File: src/rtl/conv_pkg.sv
// Shared constants, FSM state type and sizing helper for the conv layer scheduler.
package conv_pkg;

   localparam int IMG_W  = 28;
   localparam int KER    = 3;
   localparam int CONV_W = IMG_W - KER + 1;
   localparam int PIXELS = IMG_W * IMG_W;
   localparam int POOL_N = (CONV_W / 2) * (CONV_W / 2);
   localparam int RES_W  = 21;
   localparam int ADDR_W = 10;

   typedef enum logic [2:0] {
      S_IDLE,
      S_START,
      S_STREAM,
      S_COLLECT,
      S_NEXT,
      S_FINISH
   } sched_state_t;

   // pooled outputs per kernel for a square image after a valid conv and 2x2 pool
   function automatic int pool_count(input int img_w, input int ker);
      int half;
      half = (img_w - ker + 1) / 2;
      return half * half;
   endfunction

endpackage

File: src/rtl/conv_addr_gen.sv
// Image RAM address generator: restarted by the engine start pulse, walks 1..NPIX-1
// and raises last one cycle after the final address, when the last pixel is at the engine.
module conv_addr_gen
   import conv_pkg::*;
#(
   parameter int NPIX = PIXELS
) (
   input  logic              clk,
   input  logic              rst,
   input  logic              start_i,
   output logic [ADDR_W-1:0] img_addr_o,
   output logic              last_o
);

   logic [ADDR_W-1:0] pix_cnt_q, pix_cnt_d;
   logic              run_q, run_d;
   logic              last_q, last_d;

   always_comb begin
      pix_cnt_d = pix_cnt_q;
      run_d     = run_q;
      last_d    = 1'b0;
      if (start_i) begin
         // address 0 is already on the bus during the start cycle
         pix_cnt_d = ADDR_W'(1);
         run_d     = 1'b1;
      end else if (run_q) begin
         if (pix_cnt_q == ADDR_W'(NPIX - 1)) begin
            pix_cnt_d = '0;
            run_d     = 1'b0;
            last_d    = 1'b1;
         end else begin
            pix_cnt_d = pix_cnt_q + ADDR_W'(1);
         end
      end
   end

   always_ff @(posedge clk) begin
      if (!rst) begin
         pix_cnt_q <= '0;
         run_q     <= 1'b0;
         last_q    <= 1'b0;
      end else begin
         pix_cnt_q <= pix_cnt_d;
         run_q     <= run_d;
         last_q    <= last_d;
      end
   end

   assign img_addr_o = pix_cnt_q;
   assign last_o     = last_q;

endmodule

File: src/rtl/conv_layer_sched.sv
// Layer scheduler for the 3x3 conv + 2x2 max-pool engine: one job runs every kernel in turn.
// Optional COLLECT watchdog is enabled by defining CONV_SCHED_WDOG_EN.
//
// state   | meaning
// IDLE    | waiting for a job, job_ready high
// START   | one-cycle engine start, kernel selected, image address 0 issued
// STREAM  | image addresses 1..PIXELS-1 issued, then the last pixel drains
// COLLECT | pooled results written to the feature-map buffer until eng_done
// NEXT    | advance to the next kernel or finish the layer
// FINISH  | layer_done pulse
module conv_layer_sched
   import conv_pkg::*;
#(
   parameter int IMG_W    = conv_pkg::IMG_W,
   parameter int KER      = conv_pkg::KER,
   parameter int NUM_FILT = 4,
   parameter int RES_W    = conv_pkg::RES_W,
   parameter int TIMEOUT  = 4095
) (
   input  logic                                          clk,
   input  logic                                          rst,
   input  logic                                          job_valid,
   output logic                                          job_ready,
   output logic [ADDR_W-1:0]                             img_addr,
   input  logic [7:0]                                    img_data,
   output logic                                          eng_start,
   output logic [7:0]                                    eng_pixel,
   output logic [((NUM_FILT > 1) ? $clog2(NUM_FILT) : 1)-1:0] ker_sel,
   input  logic                                          eng_pool_valid,
   input  logic [RES_W-1:0]                              eng_result,
   input  logic                                          eng_done,
   output logic                                          fm_we,
   output logic [ADDR_W-1:0]                             fm_addr,
   output logic [RES_W-1:0]                              fm_data,
   output logic                                          busy,
   output logic                                          layer_done,
   output logic                                          err
);

   localparam int PIX_N  = IMG_W * IMG_W;
   localparam int POOL_C = pool_count(IMG_W, KER);
   localparam int FILT_W = (NUM_FILT > 1) ? $clog2(NUM_FILT) : 1;
   localparam int RC_W   = $clog2(POOL_C + 1);

   if (NUM_FILT < 1 || TIMEOUT < 1) begin : g_bad_param
      $error("conv_layer_sched: NUM_FILT and TIMEOUT must be at least 1");
   end

   sched_state_t      state_q, state_d;
   logic [FILT_W-1:0] filt_q, filt_d;
   logic [RC_W-1:0]   res_cnt_q, res_cnt_d;
   logic              err_q, err_d;
   logic              eng_start_q, eng_start_d;
   logic              busy_q, busy_d;
   logic              job_ready_q, job_ready_d;
   logic              layer_done_q, layer_done_d;
   logic              fm_we_q, fm_we_d;
   logic [ADDR_W-1:0] fm_addr_q, fm_addr_d;
   logic [RES_W-1:0]  fm_data_q, fm_data_d;
   logic              addr_last;
   logic              wd_expire;
   logic              accept;
   logic              wr_ok;

   conv_addr_gen #(
      .NPIX (PIX_N)
   ) u_addr_gen (
      .clk        (clk),
      .rst        (rst),
      .start_i    (eng_start_q),
      .img_addr_o (img_addr),
      .last_o     (addr_last)
   );

`ifdef CONV_SCHED_WDOG_EN
   localparam int WD_W = $clog2(TIMEOUT + 1);
   logic [WD_W-1:0] wd_q, wd_d;

   // down-counter preloaded outside COLLECT, so it starts fresh on every entry
   always_comb begin
      wd_d = wd_q;
      if (state_q != S_COLLECT) begin
         wd_d = WD_W'(TIMEOUT - 1);
      end else if (wd_q != '0) begin
         wd_d = wd_q - WD_W'(1);
      end
   end

   always_ff @(posedge clk) begin
      if (!rst) begin
         wd_q <= WD_W'(TIMEOUT - 1);
      end else begin
         wd_q <= wd_d;
      end
   end

   assign wd_expire = (state_q == S_COLLECT) && !eng_done && (wd_q == '0);
`else
   assign wd_expire = 1'b0;
`endif

   always_ff @(posedge clk) begin
      if (!rst) begin
         state_q <= S_IDLE;
      end else begin
         state_q <= state_d;
      end
   end

   always_comb begin
      state_d = state_q;
      unique case (state_q)
         S_IDLE:    if (job_valid) state_d = S_START;
         S_START:   state_d = S_STREAM;
         S_STREAM:  if (addr_last) state_d = S_COLLECT;
         S_COLLECT: begin
            if (eng_done) begin
               state_d = S_NEXT;
            end else if (wd_expire) begin
               state_d = S_IDLE;
            end
         end
         S_NEXT:    state_d = (filt_q == FILT_W'(NUM_FILT - 1)) ? S_FINISH : S_START;
         S_FINISH:  state_d = S_IDLE;
         default:   state_d = S_IDLE;
      endcase
   end

   always_comb begin
      filt_d    = filt_q;
      res_cnt_d = res_cnt_q;
      err_d     = err_q;
      fm_we_d   = 1'b0;
      fm_addr_d = fm_addr_q;
      fm_data_d = fm_data_q;
      accept    = (state_q == S_IDLE) && job_valid;
      wr_ok     = (state_q == S_COLLECT) && eng_pool_valid && (res_cnt_q < RC_W'(POOL_C));

      if (accept) begin
         filt_d    = '0;
         res_cnt_d = '0;
         err_d     = 1'b0;
      end
      if (wr_ok) begin
         fm_we_d   = 1'b1;
         fm_data_d = eng_result;
         fm_addr_d = ADDR_W'(filt_q) * ADDR_W'(POOL_C) + ADDR_W'(res_cnt_q);
         res_cnt_d = res_cnt_q + RC_W'(1);
      end
      // a write landing with eng_done is already included in res_cnt_d
      if ((state_q == S_COLLECT) && eng_done && (res_cnt_d != RC_W'(POOL_C))) begin
         err_d = 1'b1;
      end
      if ((state_q != S_COLLECT) && (eng_pool_valid || eng_done)) begin
         err_d = 1'b1;
      end
      if (wd_expire) begin
         err_d = 1'b1;
      end
      if ((state_q == S_NEXT) && (state_d == S_START)) begin
         filt_d    = filt_q + FILT_W'(1);
         res_cnt_d = '0;
      end

      eng_start_d  = (state_d == S_START);
      busy_d       = (state_d != S_IDLE);
      job_ready_d  = (state_d == S_IDLE);
      layer_done_d = (state_d == S_FINISH);
   end

   always_ff @(posedge clk) begin
      if (!rst) begin
         filt_q       <= '0;
         res_cnt_q    <= '0;
         err_q        <= 1'b0;
         eng_start_q  <= 1'b0;
         busy_q       <= 1'b0;
         job_ready_q  <= 1'b1;
         layer_done_q <= 1'b0;
         fm_we_q      <= 1'b0;
         fm_addr_q    <= '0;
         fm_data_q    <= '0;
      end else begin
         filt_q       <= filt_d;
         res_cnt_q    <= res_cnt_d;
         err_q        <= err_d;
         eng_start_q  <= eng_start_d;
         busy_q       <= busy_d;
         job_ready_q  <= job_ready_d;
         layer_done_q <= layer_done_d;
         fm_we_q      <= fm_we_d;
         fm_addr_q    <= fm_addr_d;
         fm_data_q    <= fm_data_d;
      end
   end

   assign job_ready  = job_ready_q;
   assign eng_start  = eng_start_q;
   assign eng_pixel  = img_data;
   assign ker_sel    = filt_q;
   assign fm_we      = fm_we_q;
   assign fm_addr    = fm_addr_q;
   assign fm_data    = fm_data_q;
   assign busy       = busy_q;
   assign layer_done = layer_done_q;
   assign err        = err_q;

endmodule

File: config.mk
export PLATFORM = sky130hd
export DESIGN_NAME = conv_layer_sched
export DESIGN_NICKNAME = d
export VERILOG_FILES = /design/src/rtl/conv_pkg.sv /design/src/rtl/conv_addr_gen.sv /design/src/rtl/conv_layer_sched.sv
export SDC_FILE = /design/constraint.sdc
export NUM_CORES = 1
export LEC_CHECK = 0
export ABC_AREA = 1
export CAP_MARGIN = 30
export CORE_ASPECT_RATIO = 1.5
export CORE_MARGIN = 5
export CORE_UTILIZATION = 28
export DETAILED_ROUTE_END_ITERATION = 10
export PLACE_DENSITY = 0.52
export SYNTH_ARGS = -nofsm -noshare
export SYNTH_HDL_FRONTEND = slang
export SYNTH_SLANG_ARGS = --single-unit
File: constraint.sdc
create_clock -name clk -period 2.35 [get_ports clk]
set_input_delay 0.47 -clock clk [delete_from_list [all_inputs] [get_ports clk]]
set_output_delay 0.47 -clock clk [all_outputs]
set_load 0.05 [all_outputs]
==> summary by stage, run 1 <==
Yosys
Of the total synthesized cell area, the portion taken by full adders, half adders and majority gates is 0.07900. The async set or reset register ratio after synthesis is 0. The average footprint of a synthesized cell is roughly 7.3 um^2. Among all flip-flop cells after synthesis, the most frequent one is dfxtp_1.

The post-synthesis compound-gate area fraction is 0.1161. Of the total synthesized cell area, the portion taken by AND, OR, NAND and NOR gates is 0.2733. The share of the Yosys chip area taken by registers is 0.3998.

Counting flops and latches in the post-synthesis netlist gives 62. The count of distinct cell types in the synthesized netlist is 33. The area share of xor/xnor cells in the synthesized design is 0.02821. The post-synthesis instance area is 3104 um^2.

The portion of synthesized area spent on multiplexers is 0. The number of synthesized flops with an enable pin is 0. After synthesis, the largest family of logic cells by area is simple AND/OR/NAND/NOR gates. When the netlist entered floorplanning its net count stood at roughly 480. The instance count of the mapped netlist is 423.

The count of synthesis-stage warnings from yosys is 0.

STA
Setup violations remaining at the end of the flow were counted as 0. The achievable clock frequency is 471.6 MHz. The final hold violation count came to 0. The worst clock skew on the final layout is 0.005374 ns. The worst relative slew slack is 0.6381. Dividing the final minimum period by the clock period gives 0.9023. The accumulated negative setup slack is 0 ns. The final-report max-slew violation count is 0. Counting I/O delays and the setup requirement, the final critical path takes 2.120 ns.

On the final layout, the worst hold slack is ~0.48 ns. The transition time of the tightest slew-check pin is 0.5411 ns. Setup repair after global routing left no endpoint under its margin.

Worst setup path
The depth of the worst register-to-register path is 11. The kind of end point of the critical path is a register. The critical-path cell with the highest stage delay is fa_1. The setup path with the least slack is of type register to register. The buffers plus inverters on the worst setup path is 2. The startpoint identified for the worst register-to-register timing path is ker_sel[1]. The maximum fanout along the worst path is 7. Traced cell by cell, the critical path runs through ha_1 -> ha_1 -> inv_1 -> fa_1 -> o21ai_2 -> a21oi_1 -> o21ai_1 -> inv_1 -> o21ai_1 -> nand2_1 -> a21oi_1. In this design, the largest share of critical-path delay is due to adder cells.

The startpoint type of the worst setup path is a register. The worst reg-to-reg setup slack is around 0.23 ns. For the worst setup path, the data required time is 2.61 ns. The maximum cell stage delay along the critical path is about 0.41 ns. The arrival time at the worst endpoint is about 2.4 ns. The worst register-to-register path ends at fm_addr[9].

Floorplan
In this run the horizontal extent of the chip is 95.97 um. In this run the standard cell core region covers 10940 um^2. The initial cell density of the core is 0.2838. The die outline area is around 13000 um^2. The vertical die dimension is 139.0 um. 91 I/O pins were placed. The number of cell rows is 47.

Power and ir drop
In this run the static leakage power is 1.740 nW. The largest voltage drop on the vdd net is 0.3740 mV. The combinational share of power is 0.088.

The share of power burned in the clock network is 0.521. The cell-internal power is 2.188 mW. The sequential cell fraction of total power is 0.391. The reported net switching power is 618.6 uW. The switching power as a share of total power is 0.2204. The power per cell area is 654.9 nW/um^2.

Routing
After detailed routing, the average wire length per cell comes to between 10 and 15 um. The number of detailed-route iterations in the first pass is 4. The total vias in the final route is 2886. In the routed layout, each cell is associated on average with a via count of 4.461. The DRC marker count from the first detailed-route iteration is 86. The antenna violation net count after detailed routing is 0.

The DRC violation count after routing is 0. Summed over all layers, the routed wires come to 8129 um.

CTS
The maximum buffer depth of the clock tree is 2. Clock-pin slew was measured on the worst setup and hold paths at 0.05 ns. CTS saw 62 sinks. The CTS tree is built. The post-CTS setup buffer count is 0. The root buffer cell chosen for the clock tree is clkbuf_16. Hold repair after CTS inserted 0 buffers. The CTS buffer count is 9. The H-tree was split into 3 levels. The later pin in the worst-skew pair is clocked with a latency of between 0.3 and 0.4 ns.

Hold path
The endpoint with the worst hold slack is fm_data[9]. The number of cells on the worst hold path is 2. In this run the most critical hold path is launched from fm_data[9]. The worst hold path belongs to the class register to register.

Place
The number of buffers inserted by port buffering is 74. At the end of routability-driven placement, the weighted congestion stood at 0.8256. The half-perimeter wire length after placement is 6195 um. The placed cell area is 3946 um^2.

Final layout
The filler cells instantiated in the layout total 1177. The final standard cell area without fillers is 4285 um^2. The diode insertion count for antenna repair is 0. The number of nets in the layout is roughly 550. The area added between synthesis and finish is 38.05%. The ratio of cells with drive above 1 in the final layout is 0.08400. For this run, the share of the core covered by cells in the final layout is 0.3918.

Global routing
The total grt overflow is 0. Across every metal layer, demand over resource in global routing totals 0.1280. The first global-routing pass estimated 13380 um of wire. The number of antenna violations at the first check in global routing was 0.

The largest net degree at the start of global routing is 38. The via count of the first global-routing pass is 2849.

Status
The run finished with clean final reports.

Flow run
The count of max-cap constraint violations is 0.
## layer usage
metal  wire, um  up-vias  global-route usage  share of wire
met5          0        -                   0              0
met4        155        0             0.05322          0.019
met3        469       14             0.03312          0.058
met2       4301       57              0.2342           0.53
met1       3202     1326              0.1336           0.39
li1           -     1489                   -              -
## worst max path at each step
| stage | startpoint | to | depth (start not counted) |
|---|---|---|---|
| CTS | ker_sel[1] | fm_addr[9] | 11 |
| finish | ker_sel[1] | fm_addr[9] | 11 |
| global route | ker_sel[1] | fm_addr[9] | 11 |
| detailed placement | eng_pool_valid | fm_addr[2] | 8 |
| floorplan | ker_sel[1] | fm_addr[9] | 11 |
| global placement | eng_pool_valid | fm_addr[8] | 9 |
## synth_stat cells, types with 3 or more instances
master	count	share of area
nor2_1	87	0.11
inv_2	3	0.0036
dfxtp_1	62	0.40
o21ai_0	40	0.064
nand2_1	71	0.086
buf_2	5	0.0081
nand3_1	15	0.024
nand4_1	7	0.014
xnor2_1	3	0.0085
xor2_1	7	0.020
inv_1	42	0.051
a21oi_1	21	0.034
buf_4	9	0.022
buf_6	4	0.015
clkbuf_1	4	0.0048
ha_1	18	0.073
nand2_2	5	0.010
## cell type report
class                           count  area (um^2)  area share
Sequential cell                    62         1244      0.2902
Clock buffer                       13        270.3     0.06307
Inverter                           45        168.9     0.03942
Clock inverter                      3        65.06     0.01518
Multi-Input combinational cell    294         1545      0.3606
Tap cell                          147        183.9     0.04292
Timing Repair Buffer               83        808.3      0.1886
## cells by family (layout without fill, tap and decap cells)
kind of cell / count (synthesis) / after routing
fa+ha+maj: 19 / 19
flops: 62 / 62
xor+xnor: 10 / 10
buf+inv: 67 / 144
simple gates: 196 / 196
compound gates: 69 / 69
## through the flow
| stage | std cells | worst slack (ns) | total power, mW |
|---|---|---|---|
| 4_1_cts | 647 | 0.1590 | 2.854 |
| 3_3_place_gp | 631 | 0.1767 | 1.367 |
| 6_report | 647 | 0.2295 | 2.806 |
| 5_1_grt | 647 | 0.01039 | 2.924 |
| 2_1_floorplan | 423 | 0.2000 | 1.296 |
| 3_5_place_dp | 631 | 0.1669 | 1.368 |
## sequential cells by signal, summed over array words and instances (netlist names)
signal                 cells
fm_we                      1
fm_data                   21
res_cnt_q                  8
fm_addr                   10
u_addr_gen.last_o          1
err                        1
u_addr_gen.run_q           1
job_ready                  1
eng_start                  1
layer_done                 1
state_q                    3
ker_sel                    2
busy                       1
u_addr_gen.img_addr_o     10
## worst reg2reg max path: cells and delay by family, from the launching register on
kind	cells	cell delay [ns]
AOI/OAI and AO/OA	5	0.65
adders and majority gates	3	0.86
buffers and inverters	2	0.13
DFF	1	0.36
and+or+nand+nor	1	0.06
## placed cells by master, fill, tap and decap left out, types with 2 or more instances in the layout
cell and instances:
nor2_1 87, clkdlybuf4s50_1 74, nand2_1 71, dfxtp_1 60
inv_1 42, o21ai_0 39, a21oi_1 21, ha_1 18
nand3_1 15, clkbuf_16 9, buf_4 9, nand4_1 7
xor2_1 7, nand2_2 5, inv_2 3, xnor2_1 3
clkbuf_8 3, nand3_4 2, nor2_4 2, nor3_1 2
o21ai_1 2, bufinv_16 2, dfxtp_2 2
## power by group through the flow
stage          logic [mW]  registers [mW]  clock network, mW
4_1_cts             0.251            1.10               1.51
5_1_grt             0.268            1.10               1.56
3_5_place_dp        0.249            1.12                  0
6_report            0.247            1.10               1.46
3_3_place_gp        0.248            1.12                  0
2_1_floorplan       0.117            1.18                  0
## timing repair
item                                   4_1_cts  5_1_grt
endpoints found under the hold margin        0        0
resized for setup                            0        2
setup endpoints to repair                    0        1
No activity file was read; power rests on OpenSTA's default activity.
==> run 2: changes to the inputs <==
--- a/config.mk
+++ b/config.mk
@@ -9,9 +9,9 @@
 export CAP_MARGIN = 30
 export CORE_ASPECT_RATIO = 1.5
 export CORE_MARGIN = 5
-export CORE_UTILIZATION = 28
+export CORE_UTILIZATION = 47
 export DETAILED_ROUTE_END_ITERATION = 10
-export PLACE_DENSITY = 0.52
+export PLACE_DENSITY = 0.79
 export SYNTH_ARGS = -nofsm -noshare
 export SYNTH_HDL_FRONTEND = slang
 export SYNTH_SLANG_ARGS = --single-unit
==> run 2 against run 1 <==
Net effect: first-iteration DRC count rose by 62%; via count rose by 0.66%; wire length fell by 9.9%; worst hold slack improved by 0.0051 ns; sequential power barely moved; die area fell by 37%; clock skew rose by 0.0020 ns; sequential share of layout area rose by 1.9 points; cell count fell by 12%; global-route usage rose by 5.3 points; combinational power barely moved; critical endpoint unchanged; largest cell class unchanged; largest power group is now sequential cells.
==> summary by stage, run 2 (synthesis gave the netlist of run 1 again) <==
Place
The routability-driven placement congestion ratio is 0.8696 (+5.3%). The total placed cells including tap cells is 558 (-12%). The half-perimeter wire length after placement is 5464 um (-12%). The number of buffers inserted by port buffering was 74 (unchanged). The placed cell area came to 3842 um^2 (-2.6%).

CTS
The post-CTS resize count is 0 (unchanged). TritonCTS built the clock tree. The total number of clock tree sinks is 62 (unchanged). The number of H-tree levels was 3 (unchanged).

The cell sitting at the root of the clock tree is a clkbuf_8. The hold-fix buffer count after cts is 0 (unchanged). The maximum buffer depth of the clock tree is 2 (unchanged). The CTS buffer count is 9 (unchanged).

The later-pin clock latency in the skew report was 0.34 ns (+0.02 ns). The clock transition time at the flip-flop clock pins of the worst setup and hold paths is 0.06 ns (about the same). The post-CTS setup buffer count is 0 (unchanged).

Global routing
The total grt overflow was 0 (unchanged). The layer flagged by global routing as most heavily used is met2. The met1 capacity usage during global routing came to 0.1851 (+0.05145). The via count of the first global-routing pass is 2774 (-2.6%). The largest net degree at the start of global routing is 39 (+2.6%). The met2 demand-to-capacity share in global routing is 0.3278 (+0.09358).

The global routing usage summed across all routing layers came to 0.1808 (+0.05285). The global routing usage on met3 is 0.05984 (+0.02672). The number of antenna violations at the first check in global routing is 0 (unchanged). The wire length of the first global-routing pass is 12150 um (-9.2%).

Routing
The antenna violation net count after detailed routing was 0 (unchanged). The number of detailed-route iterations in the first pass came to 5 (+1). The DRC violation count after routing is 0 (unchanged). The via count normalized by instance count is 5.079 (+14%).

The wire length per cell after detailed routing is 12.81 um (+1.9%). The detailed-route wire length is 7326 um (-9.9%). The DRC marker count from the first detailed-route iteration is 139 (+62%).

The total vias in the final route is 2905 (+0.66%).

Worst setup path
The arrival time at the worst endpoint is 2.46 ns (+0.08 ns). Traced cell by cell, the critical path runs through ha_1 -> ha_1 -> inv_1 -> fa_1 -> o21ai_1 -> a21oi_1 -> o21ai_1 -> inv_1 -> o21ai_0 -> nand2_1 -> a21oi_1. The worst reg-to-reg setup slack is 0.17 ns (-0.06 ns). The critical-path cell with the highest stage delay is fa_1. The critical path in this run is classified as register to register. The worst endpoint required time is 2.62 ns (about the same).

The buffers plus inverters on the worst setup path was 2 (unchanged). The kind of end point of the critical path is a register. The maximum fanout along the worst path was 7 (unchanged). Broken down by cell family, the worst path's largest delay share belongs to adder cells. The maximum cell stage delay along the critical path is 0.39 ns (-0.02 ns). The worst setup path is launched from a register.

STA
The transition time of the tightest slew-check pin came to 0.5332 ns (-0.007959 ns). The achievable clock frequency is 457.7 MHz (-3.0%). The shortest clock period the worst path allows after layout was 2.185 ns (+0.06449 ns).

Setup repair after global routing left no endpoint under its margin. The accumulated negative setup slack is 0 ns (unchanged). The final-report max-slew violation count is 0 (unchanged). The ratio of final minimum period to clock period is 0.9298 (+0.02744).

The total setup violations reported at the end of the flow came to 0 (unchanged). The worst relative slew slack was 0.6434 (+0.005323). The worst clock skew on the final layout was 0.007378 ns (+0.002004 ns).

The final hold violation count is 0 (unchanged).

Floorplan
The I/O pin total is 91 (unchanged). The initial cell density of the core is 0.4786 (+0.1948). The die outline area was 8364 um^2 (-37%).

The die outline width is 76.36 um (-20%). The core footprint is 6486 um^2 (-41%). The vertical die dimension is 109.5 um (-21%). The number of cell rows is 36 (-23%).

Final layout
The area growth from synthesis to layout is 29.38%. The number of nets in the layout is 546 (-0.36%). The non-filler instance count after layout is 572 (-12%). The ratio of cells with drive above 1 in the final layout is 0.07460 (-0.009403). The most frequent standard cell in the layout excluding fill and tap cells is nor2_1. The final standard cell area without fillers was 4016 um^2 (-6.3%). The diode insertion count for antenna repair is 0 (unchanged). In the layout the commonest cells are 87 x nor2_1, 74 x clkdlybuf4s50_1, 71 x nand2_1. The flip-flop count of the largest register, all copies and words added came to 21 (unchanged).

Power and ir drop
The largest voltage drop on the vdd net came to 0.3063 mV (-18%). The power after layout is 2.173 mW (-23%). The reported leakage power is 1.653 nW (-5.0%). The power per cell area is 541.1 nW/um^2 (-17%).

Hold path
The min-delay analysis places its worst path in the category register to register.

Flow run
The count of max-cap constraint violations is 0 (unchanged).

Status
The flow ran to the end, and the final reports show no timing, DRC or antenna violations.
## run 2: cell count changes in the layout (fill, tap and decap cells not counted), sizes merged
cell and change:
buf -2, bufinv -2
## run 2: worst paths after layout
path               start          end  depth (start not counted)
max           ker_sel[1]   fm_addr[9]                         11
min          fm_data[12]  fm_data[12]                          2
max reg2reg   ker_sel[1]   fm_addr[9]                         11
min reg2reg  fm_data[12]  fm_data[12]                          2
## run 2: layout make-up
| type | instances | area (um^2) |
|---|---|---|
| clock buffers | 13 | 168.9 |
| multi-input cells | 294 | 1541 |
| well taps | 76 | 95.09 |
| clock inverters | 1 | 5.005 |
| flip-flops and latches | 62 | 1244 |
| repair buffers | 81 | 793.3 |
| fillers | 603 | 2470 |
| inverters | 45 | 168.9 |
## run 2: worst reg2reg max path: stages (launching register included)
cell     delay (ns)
dfxtp_2        0.36
ha_1           0.29
ha_1           0.16
inv_1          0.06
fa_1           0.39
o21ai_1        0.23
a21oi_1        0.09
o21ai_1        0.16
inv_1          0.07
o21ai_0        0.14
nand2_1        0.07
a21oi_1        0.11
## run 2: report_power, final
group / switching [mW] / internal, mW / total (mW)
sequential: 0.0200 / 1.07 / 1.09
combinational: 0.146 / 0.0976 / 0.244
clock: 0.379 / 0.456 / 0.835
total: 0.545 / 1.63 / 2.17
## run 2: through the flow
stage	util	hold WS, ns	worst slack (ns)
3_5_place_dp	0.5924	0.4728	0.1567
6_report	0.6192	0.4830	0.1651
3_3_place_gp	0.5924	0.4655	0.1969
5_1_grt	0.6192	0.5069	0.01189
4_1_cts	0.6192	0.4869	0.1535
2_1_floorplan	-	0.5050	0.2000
## run 2: routing by layer
layer | vias up | share of wire
met2 | 89 | 0.53
li1 | 1483 | -
met5 | - | 0
met3 | 9 | 0.071
met1 | 1324 | 0.39
met4 | 0 | 0.014
